## src/rtl/busmux_rr_arbiter_pkg.sv

```systemverilog
// rtl/busmux_rr_arbiter_pkg.sv - shared FSM state codes and width helper for the bus arbiter
package busmux_rr_arbiter_pkg;

    typedef enum logic [1:0] {
        ST_IDLE  = 2'd0,
        ST_ISSUE = 2'd1,
        ST_WAIT  = 2'd2,
        ST_DONE  = 2'd3
    } state_t;

    function automatic int clog2(input int value);
        int r;
        r = 0;
        while ((1 << r) < value) begin
            r = r + 1;
        end
        return r;
    endfunction

endpackage

```

## src/rtl/busmux_rr_arbiter_pick.sv

```systemverilog
// rtl/busmux_rr_arbiter_pick.sv - combinational round-robin winner search starting at ptr
module busmux_rr_arbiter_pick
    import busmux_rr_arbiter_pkg::*;
#(
    parameter int NREQ = 3,
    parameter int PTRW = 2
) (
    input  logic [NREQ-1:0] req,
    input  logic [PTRW-1:0] ptr,
    output logic [PTRW-1:0] grant,
    output logic            valid
);

    // Scan from ptr upward, wrapping NREQ-1 -> 0; first set bit wins.
    always_comb begin
        int idx;
        idx   = 0;
        grant = '0;
        valid = 1'b0;
        for (int i = 0; i < NREQ; i++) begin
            idx = (int'(ptr) + i) % NREQ;
            if (!valid && req[idx]) begin
                valid = 1'b1;
                grant = PTRW'(idx);
            end
        end
    end

endmodule

```

## src/rtl/busmux_rr_arbiter.sv

```systemverilog
// rtl/busmux_rr_arbiter.sv - round-robin arbiter serialising NREQ requesters onto one register-bank bus
module busmux_rr_arbiter
    import busmux_rr_arbiter_pkg::*;
#(
    parameter int DATAW = 8,
    parameter int NREQ  = 3,
    parameter int ADDRW = 8
) (
    input  logic               i_clk,
    input  logic               i_rst_n,
    input  logic [NREQ-1:0]    i_req,
    input  logic [NREQ-1:0]    i_we,
    input  logic [NREQ*ADDRW-1:0] i_addr,
    input  logic [NREQ*DATAW-1:0] i_wdata,
    output logic [NREQ-1:0]    o_ack,
    output logic [DATAW-1:0]   o_rdata,
    output logic               o_busy,
    output logic               o_bus_we,
    output logic [ADDRW-1:0]   o_bus_addr,
    output logic [DATAW-1:0]   o_bus_wdata,
    input  logic [DATAW-1:0]   i_bus_rdata
);

    localparam int PTRW = (clog2(NREQ) < 1) ? 1 : clog2(NREQ);

    state_t            state;
    logic [PTRW-1:0]   ptr;
    logic [PTRW-1:0]   winner;
    logic [PTRW-1:0]   pick_grant;
    logic              pick_valid;
    logic [PTRW-1:0]   next_ptr;
    logic [ADDRW-1:0]  sel_addr;
    logic [DATAW-1:0]  sel_wdata;
    logic              sel_we;

    busmux_rr_arbiter_pick #(
        .NREQ (NREQ),
        .PTRW (PTRW)
    ) u_pick (
        .req   (i_req),
        .ptr   (ptr),
        .grant (pick_grant),
        .valid (pick_valid)
    );

    always_comb begin
        sel_addr  = '0;
        sel_wdata = '0;
        sel_we    = 1'b0;
        for (int k = 0; k < NREQ; k++) begin
            if (pick_grant == PTRW'(k)) begin
                sel_addr  = i_addr[k*ADDRW +: ADDRW];
                sel_wdata = i_wdata[k*DATAW +: DATAW];
                sel_we    = i_we[k];
            end
        end
    end

    assign next_ptr = (pick_grant == PTRW'(NREQ - 1)) ? '0 : pick_grant + 1'b1;

    // Payload is captured only on the IDLE grant edge and held through DONE.
    always_ff @(posedge i_clk or negedge i_rst_n) begin
        if (!i_rst_n) begin
            state       <= ST_IDLE;
            ptr         <= '0;
            winner      <= '0;
            o_ack       <= '0;
            o_rdata     <= '0;
            o_busy      <= 1'b0;
            o_bus_we    <= 1'b0;
            o_bus_addr  <= '0;
            o_bus_wdata <= '0;
        end else begin
            case (state)
                ST_IDLE: begin
                    if (pick_valid) begin
                        winner      <= pick_grant;
                        ptr         <= next_ptr;
                        o_bus_addr  <= sel_addr;
                        o_bus_wdata <= sel_wdata;
                        o_bus_we    <= sel_we;
                        o_busy      <= 1'b1;
                        state       <= ST_ISSUE;
                    end
                end
                ST_ISSUE: begin
                    o_bus_we <= 1'b0;
                    state    <= ST_WAIT;
                end
                ST_WAIT: begin
                    o_rdata <= i_bus_rdata;
                    o_ack   <= NREQ'(1) << winner;
                    state   <= ST_DONE;
                end
                ST_DONE: begin
                    o_ack  <= '0;
                    o_busy <= 1'b0;
                    state  <= ST_IDLE;
                end
                default: state <= ST_IDLE;
            endcase
        end
    end

endmodule

```

## config.mk

```make
export PLATFORM = sky130hd
export DESIGN_NAME = busmux_rr_arbiter
export DESIGN_NICKNAME = d
export VERILOG_FILES = /design/src/rtl/busmux_rr_arbiter_pkg.sv /design/src/rtl/busmux_rr_arbiter_pick.sv /design/src/rtl/busmux_rr_arbiter.sv
export SDC_FILE = /design/constraint.sdc
export NUM_CORES = 1
export LEC_CHECK = 0
export BUFFER_PORTS_ARGS = -buffer_cell sky130_fd_sc_hd__buf_2
export CAP_MARGIN = 5
export CORE_MARGIN = 2
export CORE_UTILIZATION = 43
export DETAILED_ROUTE_END_ITERATION = 12
export HOLD_SLACK_MARGIN = 0.08
export PLACE_DENSITY = 0.82
export RECOVER_POWER = 100
export SYNTH_ARGS = -nofsm -noshare
export SYNTH_HDL_FRONTEND = slang
export SYNTH_SLANG_ARGS = --single-unit
```

## constraint.sdc

```tcl
create_clock -name i_clk -period 2.4 [get_ports i_clk]
set_clock_uncertainty 0.1 [all_clocks]
set_input_delay 0.48 -clock i_clk [delete_from_list [all_inputs] [get_ports i_clk]]
set_output_delay 0.48 -clock i_clk [all_outputs]
set_load 0.1 [all_outputs]
```

# [After elaboration in Yosys (flattened, before gate mapping)]
# Cells that the tools add are included.
[totals] reg_bits=35 input_bits=64 output_inout_bits=29 word_cells=69
[op_classes] add_sub_neg=3 div=3 n_lt_le_gt_ge=3 eq_ne=6 shift=1 mux=32 n_reduce_logical=12
[op_table] cell="less-than comparator 32 x 4 -> 1 bit (second input constant)" count=3
[op_table] cell="remainder unit 32 x 3 -> 32 bit (second input constant)" count=2
[op_table] cell="2-to-1 mux 8 bit" count=6
[op_table] cell="remainder unit 3 x 3 -> 32 bit (second input constant)" count=1
[op_table] cell="2-to-1 mux 1 bit" count=14
[op_table] cell="2-to-1 mux 2 bit" count=5
[op_table] cell="one-hot mux 2 bit (4 select lines)" count=1
[op_table] cell="binary-select mux 1 bit (select 2 bit)" count=3
[op_table] cell="equality test 2 bit (second input constant)" count=3
[op_table] cell="one-hot mux 3 bit (2 select lines)" count=1
[op_table] cell="AND reduction 2 bit" count=3
[op_table] cell="nonzero test 2 bit" count=3
[op_table] cell="equality test 2 x 1 -> 1 bit (second input constant)" count=2
[op_table] cell="logical NOT 2 bit" count=2
[op_table] cell="one-hot mux 1 bit (2 select lines)" count=2
[op_table] cell="adder 2 x 1 -> 3 bit (second input constant)" count=1
[op_table] cell="adder 2 x 2 -> 3 bit (second input constant)" count=1
[op_table] cell="<< shifter 1 x 2 -> 3 bit (first input constant)" count=1
[op_table] cell="adder 2 x 1 -> 2 bit (second input constant)" count=1
[op_table] cell="logical AND 1 bit" count=2
[op_table] cell="logical NOT 1 bit" count=2
[op_table] cell="!= test 2 bit (second input constant)" count=1

# [Logic depth before layout (Yosys ltp)]
# Gate-level depths: netlist of run 1.
[depth] word_depth=17 mapped_depth=12 ltp_nobuf=8

# [Cells and area by module]
# Synthesis of run 1 repeated with hierarchy kept, for this count alone.
[hier_totals] hier_cells=203 area_unflattened_um2=1980.6
[by_module_without_submodules] mod="busmux_rr_arbiter" instances=1 cells_per_inst=177 area_each_um2=1780.5 seq_area_each_um2=875.8
[by_module_without_submodules] mod="busmux_rr_arbiter_pick" instances=1 cells_per_inst=26 area_each_um2=200.2 seq_area_each_um2=0.0

# [Least setup slack after synthesis of run 1]
# Ideal clock, no wire load.
[synth_path] path_type="reg2reg" startpoint="reg ptr[1]" endpoint="reg o_bus_addr[7]" setup_time_ns=0.126 t_arrival_ns=2.217 t_required_ns=2.174 setup_slack_ns=-0.043 stages_incl_launch_ff=11 n_path_buf=2 period_less_slack_ns=2.443 path_cell_list="dfrtp_1 -> inv_1 -> ha_1 -> mux2i_2 -> o21ai_1 -> o21bai_1 -> nor2b_1 -> buf_6 -> buf_6 -> mux2_4 -> a221o_1"
[synth_via] elab_chain_cells=15 elab_cells_between_ends=31 classes_between="add/sub (2); div (3); eq/ne (2); mux (18); reduce/logical (6)"
[synth_lines] element="from (decl)" line_no="busmux_rr_arbiter.sv:27" rtl="logic [PTRW-1:0] ptr;"
[synth_lines] element="from (signal assigned)" line_no="busmux_rr_arbiter.sv:78" rtl="ptr <= next_ptr;"
[synth_lines] element="branches (longest 15 deep; another with remainder unit 32 x 3 -> 32 bit)"
[synth_lines] element="to (signal assigned)" line_no="busmux_rr_arbiter.sv:79" rtl="o_bus_addr <= sel_addr;"
[synth_lines] element="to (decl)" line_no="busmux_rr_arbiter.sv:19" rtl="output logic [ADDRW-1:0] o_bus_addr,"
# Several ways; the timed one is not identified. The select of a mux whose other input is x is not followed.
# A chain may end at the register's enable or synchronous reset.

# [Final worst setup path of run 1]
[layout_path] startpoint="reg ptr[1]" endpoint="reg o_bus_wdata[0]"
[layout_via] elab_chain_cells=15 elab_cells_between_ends=31 classes_between="add/sub (2); div (3); eq/ne (2); mux (18); reduce/logical (6)"
[layout_lines] element="branches (longest 15 deep; another with remainder unit 32 x 3 -> 32 bit)"
[layout_lines] element="to (signal assigned)" line_no="busmux_rr_arbiter.sv:80" rtl="o_bus_wdata <= sel_wdata;"
[layout_lines] element="to (decl)" line_no="busmux_rr_arbiter.sv:20" rtl="output logic [DATAW-1:0] o_bus_wdata,"
# Several ways; the timed one is not identified. The select of a mux whose other input is x is not followed.

==> run summary, run 1 <==
status - complete, but fails checks
failing checks - max-capacitance violations, max-slew violations, negative setup slack
RSZ-0062 raised after global routing - yes
DRC - 0
GRT Overall Usage - 20.77%
Finished Cell Area - 0.002933 mm²
Syn Inst Count - 196
Synth Cell Area - 0.002073 mm²
post-synthesis register bit count - 35
commonest non-fill, non-tap cells in the layout - 62 x buf_2, 33 x dfrtp_1, 30 x clkbuf_1, 19 x buf_4, 14 x mux2_2
total negative slack - -633.1 ps
final hold vios - 0
chip width - 73.44 µm
Clk Latency, worst-skew pair - 290 ps
Setup CP Type - reg2reg
CP Launch Type - register
H-tree level count - 2
IO Pins - 93
Placement Setup Slack - -240.3 ps
worst endpoint data arrival time - 2570 ps
family with the most delay on the worst path - compound AO/OA/AOI/OAI gates
Buffers on Ports - 92
CP endpoint kind - register
first-pass GRT wire length - 8562 µm
Final period util - 103.9%
Die Area - 0.005393 mm²
# nets final - 378
sequential share of the synthesized area - 42.25%
crit-path max cell delay - 420 ps
row cnt - 25
total core area - 0.004692 mm²
DRT iter0 DRCs - 58
post-route ant nets - 0
post-synthesis cell type count - 42
critical path, cell by cell - buf_4 > ha_4 > mux2i_4 > o211a_1 > a211oi_2 > nor2b_4 > buf_12 > mux2_4 > a221o_1
syn nets - 269
Clk pin slew, worst setup/hold paths - 80 ps
Rel. slew slack - -24.06%
root buf cell - clkbuf_8
crit-path max FO - 11
layout cells sized above 1 - 46.08%
Syn Area/Cell - 10.58 µm²
overall routed net length - 5441 µm
HP Class - in2reg
Tightest Pin Transition - 1861 ps
antenna violations before repair - 0
# diodes - 0
largest net degree at the start of global routing - 36
GPL Wtd Cong - 0.9061
dpl hpwl - 3877 µm
area delta synth->final - 41.46%
CP required - 2470 ps
Placed Area - 0.002695 mm²
vias in the first global route - 1845
final setup margin - -94.07 ps
WP buf/inv - 2
Tmin final - 2494 ps
Filler cells - 406
commonest non-fill, non-tap cell in the layout - buf_2
Final Setup Violations - 10
maximum clock path buffer count - 2
total gr overflow - 0
Slew Viols, Final - 36
DRT Pass-1 Iters - 4
Initial Util - 44.19%
CTS tree - done
TritonCTS Buffers - 5
Wirelength per Cell - 15.11 µm
total number of vias - 1928
Vias/cell - 5.356
CP max-delay cell - dfrtp_2
CTS sink count - 35
die height - 73.44 µm
Max Clock Freq - 0.4010 GHz
YS warnings - 0
max-cap violations - 1
[Yosys cell counts (all sizes together)]
library cell / instances / share of area (%)
nor3b: 5 / 1.8
a21oi: 5 / 1.2
inv: 11 / 2.0
o22ai: 1 / 0.30
a32oi: 1 / 0.42
a22oi: 1 / 0.36
a221o: 11 / 5.3
mux2: 18 / 10
mux2i: 6 / 3.1
a22o: 2 / 0.85
o31ai: 5 / 1.8
nor3: 1 / 0.24
a211o: 2 / 0.85
or2: 1 / 0.30
o21a: 1 / 0.36
o21ai: 11 / 2.7
a211oi: 8 / 3.4
nand2b: 4 / 1.2
a21o: 1 / 0.36
nand3: 1 / 0.24
nor2: 11 / 2.0
o211ai: 1 / 0.36
o21bai: 1 / 0.36
and3b: 1 / 0.42
ha: 9 / 5.4
o41ai: 1 / 0.42
o211a: 1 / 0.48
nor2b: 1 / 0.30
clkbuf: 4 / 0.72
dfrtp: 35 / 42
buf: 8 / 2.9
nand2: 10 / 1.8
and2: 11 / 3.3
nand3b: 6 / 2.2
[routing by layer]
layer	global-route usage [%]	vias to the layer above	share of wire [%]
met2	35.24	69	50
met4	8.081	0	2.3
met3	3.841	13	4.9
li1	-	929	-
met1	26.15	917	43
met5	0	-	0
[timing repair]
action | CTS | global route
resized for setup | 12 | 24
hold buffers | 0 | 0
endpoints found under the setup margin | 20 | 20
pin swaps | 1 | 3
buffers inserted | 5 | 0
[logic make-up after synthesis]
kind of cell,count (synthesis),synth area share [%]
AO/OA/AOI/OAI,53,19.49
adder cells (fa/ha/maj),9,5.432
flip-flops,35,42.25
multiplexers,24,13.40
AND/OR/NAND/NOR,52,13.82
buffers and inverters,23,5.612
[final timing paths]
check,slack [ps],to,startpoint,depth (start not counted)
setup / recovery,-90,o_bus_wdata[0],ptr[1],9
hold / removal,310,o_bus_addr[7],i_addr[23],2
setup reg to reg,-90,o_bus_wdata[0],ptr[1],9
hold reg to reg,380,o_bus_addr[3],o_bus_addr[3],2
max in group asynchronous,400,ptr[1],i_rst_n,1
min in group asynchronous,590,o_rdata[3],i_rst_n,1
[through the flow]
stage                     utilization (%)  hold WS, ps  std cells
after CTS                           61.07        196.1        360
after global routing                62.51        316.5        360
after global placement              57.44        361.2        348
final                               62.51        313.7        360
after floorplan                         -        84.41        196
after detailed placement            57.44        365.9        348
[layout make-up]
cell class	instances	area, µm²	area share [%]
sequential	35	878.3	29.95
inverter	11	43.79	1.493
multi-input combinational	138	1246	42.49
tap	54	67.56	2.304
timing repair buffer	114	608.1	20.73
clock inverter	3	20.02	0.6826
clock buffer	5	68.82	2.346
[flip-flops by register name (all words and copies together), names as in the netlist]
register     flops
o_busy           1
o_bus_addr       8
ptr              2
winner           2
state            2
o_ack            3
o_rdata          8
o_bus_we         1
o_bus_wdata      8
Power of run 1 is left out: the tool's default activity adds up to more than one toggle a clock period on the data nets, which glitch-free logic cannot reach.
==> run 2, diff against run 1 <==
--- a/config.mk
+++ b/config.mk
@@ -8,11 +8,12 @@
 export BUFFER_PORTS_ARGS = -buffer_cell sky130_fd_sc_hd__buf_2
 export CAP_MARGIN = 5
 export CORE_MARGIN = 2
-export CORE_UTILIZATION = 43
+export CORE_UTILIZATION = 42
 export DETAILED_ROUTE_END_ITERATION = 12
 export HOLD_SLACK_MARGIN = 0.08
-export PLACE_DENSITY = 0.82
+export PLACE_DENSITY = 0.81
 export RECOVER_POWER = 100
 export SYNTH_ARGS = -nofsm -noshare
 export SYNTH_HDL_FRONTEND = slang
+export SYNTH_HIERARCHICAL = 1
 export SYNTH_SLANG_ARGS = --single-unit
==> run 2 against run 1 <==
Against the previous run: the flow finishes with violations (max-capacitance violations, max-slew violations); flip-flop and latch count is the same; synthesized cell count grew 3.6%; highest routed layer unchanged; register-to-register slack gained 150 ps.
==> run summary, run 2 <==
Synth Cell Area - 0.001981 mm² (was 0.002073 mm²)
async set or reset register ratio after synthesis - 100.0% (unchanged)
Final Setup Violations - 0 (was 10)
sequential share of the synthesized area - 44.22% (was 42.25%)
Syn Area/Cell - 9.757 µm² (was 10.58 µm²)
# diodes - 0 (unchanged)
DRT iter0 DRCs - 85 (was 58)
area delta synth->final - 41.00% (was 41.46%)
row cnt - 24 (was 25)
die height - 72.67 µm (was 73.44 µm)
Setup CP Type - reg2reg (unchanged)
RSZ-0062 raised after global routing - yes (unchanged)
commonest non-fill, non-tap cell in the layout - buf_2 (unchanged)
syn nets - 274 (was 269)
Max Clock Freq - 0.4261 GHz (was 0.4010 GHz)
Wirelength per Cell - 13.85 µm (was 15.11 µm)
number of flops mapped to enable cells by yosys - 0 (unchanged)
YS warnings - 6 (was 0)
Most used DFF post-synth - dfrtp_1 (unchanged)
Tmin final - 2347 ps (was 2494 ps)
failing checks - max-capacitance violations, max-slew violations (was max-capacitance violations, max-slew violations, negative setup slack)
antenna violations before repair - 0 (unchanged)
H-tree level count - 2 (unchanged)
CTS tree - done (unchanged)
HP Class - in2reg (unchanged)
TritonCTS Buffers - 5 (unchanged)
post-synthesis register bit count - 35 (unchanged)
Slew Viols, Final - 36 (unchanged)
CP required - 2460 ps (was 2470 ps)
Syn Inst Count - 203 (was 196)
Rel. slew slack - -23.62% (was -24.06%)
CP max-delay cell - dfrtp_1 (was dfrtp_2)
DRC - 0 (unchanged)
Buffers on Ports - 92 (unchanged)
Vias/cell - 5.147 (was 5.356)
most frequent cells after synthesis - 35 x a21oi_1, 35 x dfrtp_1, 23 x mux2i_1 (was 35 x dfrtp_1, 14 x mux2_2)
Finished Core Util - 62.84% (was 62.51%)
GRT Overall Usage - 18.84% (was 20.77%)
GPL Wtd Cong - 0.9500 (was 0.9061)
CP Launch Type - register (unchanged)
status - complete, but fails checks (unchanged)
top flop regs - o_bus_addr: 8 flops, o_bus_wdata: 8 flops, o_rdata: 8 flops (unchanged)
critical path, cell by cell - inv_2 > ha_4 > mux2i_2 > mux2i_4 > buf_4 > or3_4 > and2_1 > buf_12 > nor2_1 > a21oi_1 (was buf_4 > ha_4 > mux2i_4 > o211a_1 > a211oi_2 > nor2b_4 > buf_12 > mux2_4 > a221o_1)
Die Area - 0.005281 mm² (was 0.005393 mm²)
chip width - 72.67 µm (was 73.44 µm)
final hold vios - 0 (unchanged)
largest cells by area after synthesis - dfrtp_1 44%, mux2i_1 12%, a21oi_1 8.8% (was dfrtp_1 42%, mux2_2 7.6%, ha_1 5.4%)
max-cap violations - 1 (unchanged)
post-synthesis cell type count - 30 (was 42)
Clk Latency, worst-skew pair - 280 ps (was 290 ps)
cell taking the most area after synthesis - dfrtp_1 (unchanged)
worst endpoint data arrival time - 2410 ps (was 2570 ps)
top-area cell type share of the netlist area - 44.22% (was 42.25%)
Filler cells - 393 (was 406)
dpl hpwl - 3656 µm (was 3877 µm)
root buf cell - clkbuf_8 (unchanged)
Clk pin slew, worst setup/hold paths - 70 ps (was 80 ps)
CP endpoint kind - register (unchanged)
crit-path max FO - 18 (was 11)
crit-path max cell delay - 440 ps (was 420 ps)
IO Pins - 93 (unchanged)
Final period util - 97.80% (was 103.9%)
maximum clock path buffer count - 2 (unchanged)
CTS sink count - 35 (unchanged)
commonest non-fill, non-tap cells in the layout - 62 x buf_2, 35 x a21oi_1, 34 x dfrtp_1, 31 x clkbuf_1, 21 x nor2_1 (was 62 x buf_2, 33 x dfrtp_1, 30 x clkbuf_1, 19 x buf_4, 14 x mux2_2)
# nets final - 378 (unchanged)
total number of vias - 1853 (was 1928)
total gr overflow - 0 (unchanged)
vias in the first global route - 1841 (was 1845)
hold_buf cts - 0 (unchanged)
post-route ant nets - 0 (unchanged)
DRT Pass-1 Iters - 6 (was 4)
largest net degree at the start of global routing - 36 (unchanged)
total core area - 0.004444 mm² (was 0.004692 mm²)
layout cells sized above 1 - 36.36% (was 46.08%)
Initial Util - 44.57% (was 44.19%)
Tightest Pin Transition - 1854 ps (was 1861 ps)
overall routed net length - 4985 µm (was 5441 µm)
first-pass GRT wire length - 7741 µm (was 8562 µm)
run 2: worst max-delay path, delay by kind of cell, from the launching register on:
family	cells	cell delay (ps)
DFF	1	440
AOI/OAI and AO/OA	1	60
and+or+nand+nor	3	680
muxes	2	380
adders and majority gates	1	150
buffers and inverters	3	410
run 2: final cells by class:
type	count	area (µm²)	area share, %
multi-input combinational	150	1109	39.70
sequential	35	877.1	31.41
timing repair buffer	108	583.1	20.88
clock buffer	6	72.57	2.599
tap	52	65.06	2.330
clock inverter	2	60.06	2.151
inverter	7	26.28	0.9409
run 2: kinds of logic (layout without fill, tap and decap cells):
group                      count (synthesis)  count (layout)  share of synthesized area (%)
DFF                                       35              35                          44.22
AOI/OAI and AO/OA                         47              47                          13.08
buffers and inverters                     18             123                          4.991
and+or+nand+nor                           65              65                          17.12
adders and majority gates                  7               7                          4.422
muxes                                     31              31                          16.17
run 2: repair_timing:
item / 4_1_cts / 5_1_grt
resized for setup: 4 / 24
buffers inserted: 0 / 4
endpoints found under the setup margin: 17 / 21
cloned: 0 / 2
pin swaps: 1 / 15
run 2: worst paths after layout:
kind                                      from       endpoint  slack, ps  cells past startpoint
worst max-delay path                    ptr[1]  o_bus_addr[7]         50                     10
worst min-delay path            i_bus_rdata[2]     o_rdata[2]        330                      2
worst max register to register          ptr[1]  o_bus_addr[7]         50                     10
worst min register to register      o_rdata[7]     o_rdata[7]        410                      1
max in group asynchronous              i_rst_n         ptr[0]        400                      1
min in group asynchronous              i_rst_n       o_bus_we        600                      1
run 2: routing by layer:
metal | part of all wire (%) | up-vias | wire [µm] | GRT usage, %
met5 | 0 | - | 0 | 0
met4 | 0.90 | 0 | 45 | 6.996
met3 | 6.0 | 6 | 299 | 5.110
met2 | 52 | 71 | 2612 | 34.14
met1 | 41 | 871 | 2027 | 20.97
li1 | - | 905 | - | -
run 2: metrics by stage:
stage               hold slack (ps)  setup slack (ps)  TNS [ps]  cell area (µm²)  std cells
floorplan                     84.41             41.99         0             1981        203
global placement              383.5            -52.75    -606.7             2542        346
detailed placement            392.0            -46.52    -422.2             2542        346
CTS                           200.2            -11.51    -11.51             2689        354
global route                  322.5            -41.21    -430.0             2793        360
finish                        328.1             52.88         0             2793        360
Power of run 2 is left out for the same reason.
==> run 3, diff against run 2 <==
--- a/config.mk
+++ b/config.mk
@@ -8,10 +8,10 @@
 export BUFFER_PORTS_ARGS = -buffer_cell sky130_fd_sc_hd__buf_2
 export CAP_MARGIN = 5
 export CORE_MARGIN = 2
-export CORE_UTILIZATION = 42
+export CORE_UTILIZATION = 50
 export DETAILED_ROUTE_END_ITERATION = 12
 export HOLD_SLACK_MARGIN = 0.08
-export PLACE_DENSITY = 0.81
+export PLACE_DENSITY = 0.9
 export RECOVER_POWER = 100
 export SYNTH_ARGS = -nofsm -noshare
 export SYNTH_HDL_FRONTEND = slang
==> constraint.sdc (replaced) <==
create_clock -name i_clk -period 2.7 [get_ports i_clk]
set_clock_uncertainty 0.1 [all_clocks]
set_input_delay 0.54 -clock i_clk [delete_from_list [all_inputs] [get_ports i_clk]]
set_output_delay 0.54 -clock i_clk [all_outputs]
set_load 0.1 [all_outputs]
==> run 3 against run 2 <==
Against the previous run: the run still ends with max-capacitance violations, max-slew violations left; cell count shrank 2.5%; global-route usage grew 4.2 points; critical path depth grew 1; non-clock buffer count shrank 5; routed wire length shrank 1.0%; count of clock-buffer cells in the layout is the same; design area shrank 3.5%; via count grew 0.59%; flip-flop and latch count is the same; die area shrank 15%; first-iteration DRC count shrank 19%; critical endpoint is now o_bus_we; highest routed layer unchanged.
==> run summary, run 3 (same netlist as run 2, synthesis figures left out) <==
CP required - 2780 ps (was 2460 ps)
total core area - 0.003744 mm² (was 0.004444 mm²)
root buf cell - clkbuf_8 (unchanged)
maximum clock path buffer count - 2 (unchanged)
largest net degree at the start of global routing - 36 (unchanged)
crit-path max cell delay - 410 ps (was 440 ps)
WP buf/inv - 3 (unchanged)
GPL Wtd Cong - 0.8635 (was 0.9500)
# nets final - 373 (was 378)
failing checks - max-capacitance violations, max-slew violations (unchanged)
Tightest Pin Transition - 1787 ps (was 1854 ps)
vias in the first global route - 1761 (was 1841)
Tmin final - 2559 ps (was 2347 ps)
IO Pins - 93 (unchanged)
worst endpoint data arrival time - 2640 ps (was 2410 ps)
DRT Pass-1 Iters - 4 (was 6)
Cells after DPL - 339 (was 346)
DRC - 0 (unchanged)
total number of vias - 1864 (was 1853)
status - complete, but fails checks (unchanged)
Rel. slew slack - -19.11% (was -23.62%)
Finished Cell Area - 0.002694 mm² (was 0.002793 mm²)
die height - 66.94 µm (was 72.67 µm)
H-tree level count - 2 (unchanged)
row cnt - 22 (was 24)
Slew Viols, Final - 36 (unchanged)
Finished Core Util - 71.96% (was 62.84%)
Clk pin slew, worst setup/hold paths - 70 ps (about the same)
area delta synth->final - 36.01% (was 41.00%)
overall routed net length - 4934 µm (was 4985 µm)
crit-path max FO - 10 (was 18)
total gr overflow - 0 (unchanged)
CTS tree - done (unchanged)
CP Launch Type - register (unchanged)
Buffers on Ports - 92 (unchanged)
critical path, cell by cell - inv_1 > ha_4 > buf_4 > nor2b_1 > o41ai_2 > mux2i_2 > o21ai_4 > buf_6 > mux2i_1 > a2bb2oi_1 > o31ai_2 (was inv_2 > ha_4 > mux2i_2 > mux2i_4 > buf_4 > or3_4 > and2_1 > buf_12 > nor2_1 > a21oi_1)
# diodes - 0 (unchanged)
CP max-delay cell - dfrtp_1 (unchanged)
HP Class - in2reg (unchanged)
Placed Area - 0.002490 mm² (was 0.002542 mm²)
final hold vios - 0 (unchanged)
dpl hpwl - 3363 µm (was 3656 µm)
GRT Overall Usage - 23.08% (was 18.84%)
Final Setup Violations - 0 (unchanged)
Layout Cells excl Fill - 351 (was 360)
CP endpoint kind - register (unchanged)
Setup CP Type - reg2reg (unchanged)
Initial Util - 52.91% (was 44.57%)
family with the most delay on the worst path - compound AO/OA/AOI/OAI gates (was simple AND/OR/NAND/NOR gates)
first-pass GRT wire length - 7714 µm (was 7741 µm)
Final period util - 94.78% (was 97.80%)
max-cap violations - 1 (unchanged)
Vias/cell - 5.311 (was 5.147)
Clk Latency, worst-skew pair - 290 ps (was 280 ps)
Wirelength per Cell - 14.06 µm (was 13.85 µm)
Die Area - 0.004481 mm² (was 0.005281 mm²)
chip width - 66.94 µm (was 72.67 µm)
post-route ant nets - 0 (unchanged)
commonest non-fill, non-tap cell in the layout - buf_2 (unchanged)
RSZ-0062 raised after global routing - no (was yes)
top flop regs - o_bus_addr: 8 flops, o_bus_wdata: 8 flops, o_rdata: 8 flops (unchanged)
Max Clock Freq - 0.3908 GHz (was 0.4261 GHz)
antenna violations before repair - 0 (unchanged)
CTS sink count - 35 (unchanged)
TritonCTS Buffers - 5 (unchanged)
DRT iter0 DRCs - 69 (was 85)
layout cells sized above 1 - 32.67% (was 36.36%)
commonest non-fill, non-tap cells in the layout - 62 x buf_2, 35 x a21oi_1, 35 x dfrtp_1, 30 x clkbuf_1 (was 62 x buf_2, 35 x a21oi_1, 34 x dfrtp_1, 31 x clkbuf_1, 21 x nor2_1)
-- run 3: cell types whose count changed in the layout (fill, tap and decap cells not counted), moves of 2 or more --
cell	previous run	this run
buf_4	10	6
buf_6	4	2
inv_1	5	7
ha_1	4	6
inv_2	2	0
-- run 3: area by class of cell --
| cell class | count | area (µm²) |
|---|---|---|
| Fill cell | 293 | 1050 |
| Multi-Input combinational cell | 150 | 1069 |
| Tap cell | 48 | 60.06 |
| Timing Repair Buffer | 103 | 545.5 |
| Clock inverter | 2 | 35.03 |
| Sequential cell | 35 | 875.8 |
| Clock buffer | 6 | 82.58 |
| Inverter | 7 | 26.28 |
-- run 3: per-stage QoR --
stage	hold WS [ps]	setup TNS (ps)	setup WS [ps]
after floorplan	144.4	0	342.0
after global placement	383.5	-2600	-205.5
after detailed placement	389.6	-3867	-286.7
after CTS	233.9	0	18.97
after global routing	370.4	0	13.15
final	379.8	0	141.1
-- run 3: routing by layer --
metal  wire length [µm]  GRT usage [%]  part of all wire [%]
met5                  0              0                     0
met1               2006          26.67                    41
met3                411          6.757                   8.3
met4                 66          8.418                   1.3
met2               2449          40.25                    50
-- run 3: repair_timing --
item,4_1_cts,5_1_grt
endpoints found under the setup margin,17,18
gates resized for setup,7,8
pin swaps,1,1
gates cloned,1,0
setup buffers,2,1
hold buffers,0,0
-- run 3: path summary, 6_finish.rpt --
path / startpoint / to / slack (ps) / cells after the start
setup / recovery: ptr[0] / o_bus_we / 140 / 11
hold / removal: i_bus_rdata[3] / o_rdata[3] / 380 / 2
setup reg to reg: ptr[0] / o_bus_we / 140 / 11
hold reg to reg: o_rdata[4] / o_rdata[4] / 410 / 1
max in group asynchronous: i_rst_n / o_bus_wdata[1] / 850 / 1
min in group asynchronous: i_rst_n / state[0] / 620 / 1
Power of run 3 is left out for the same reason.
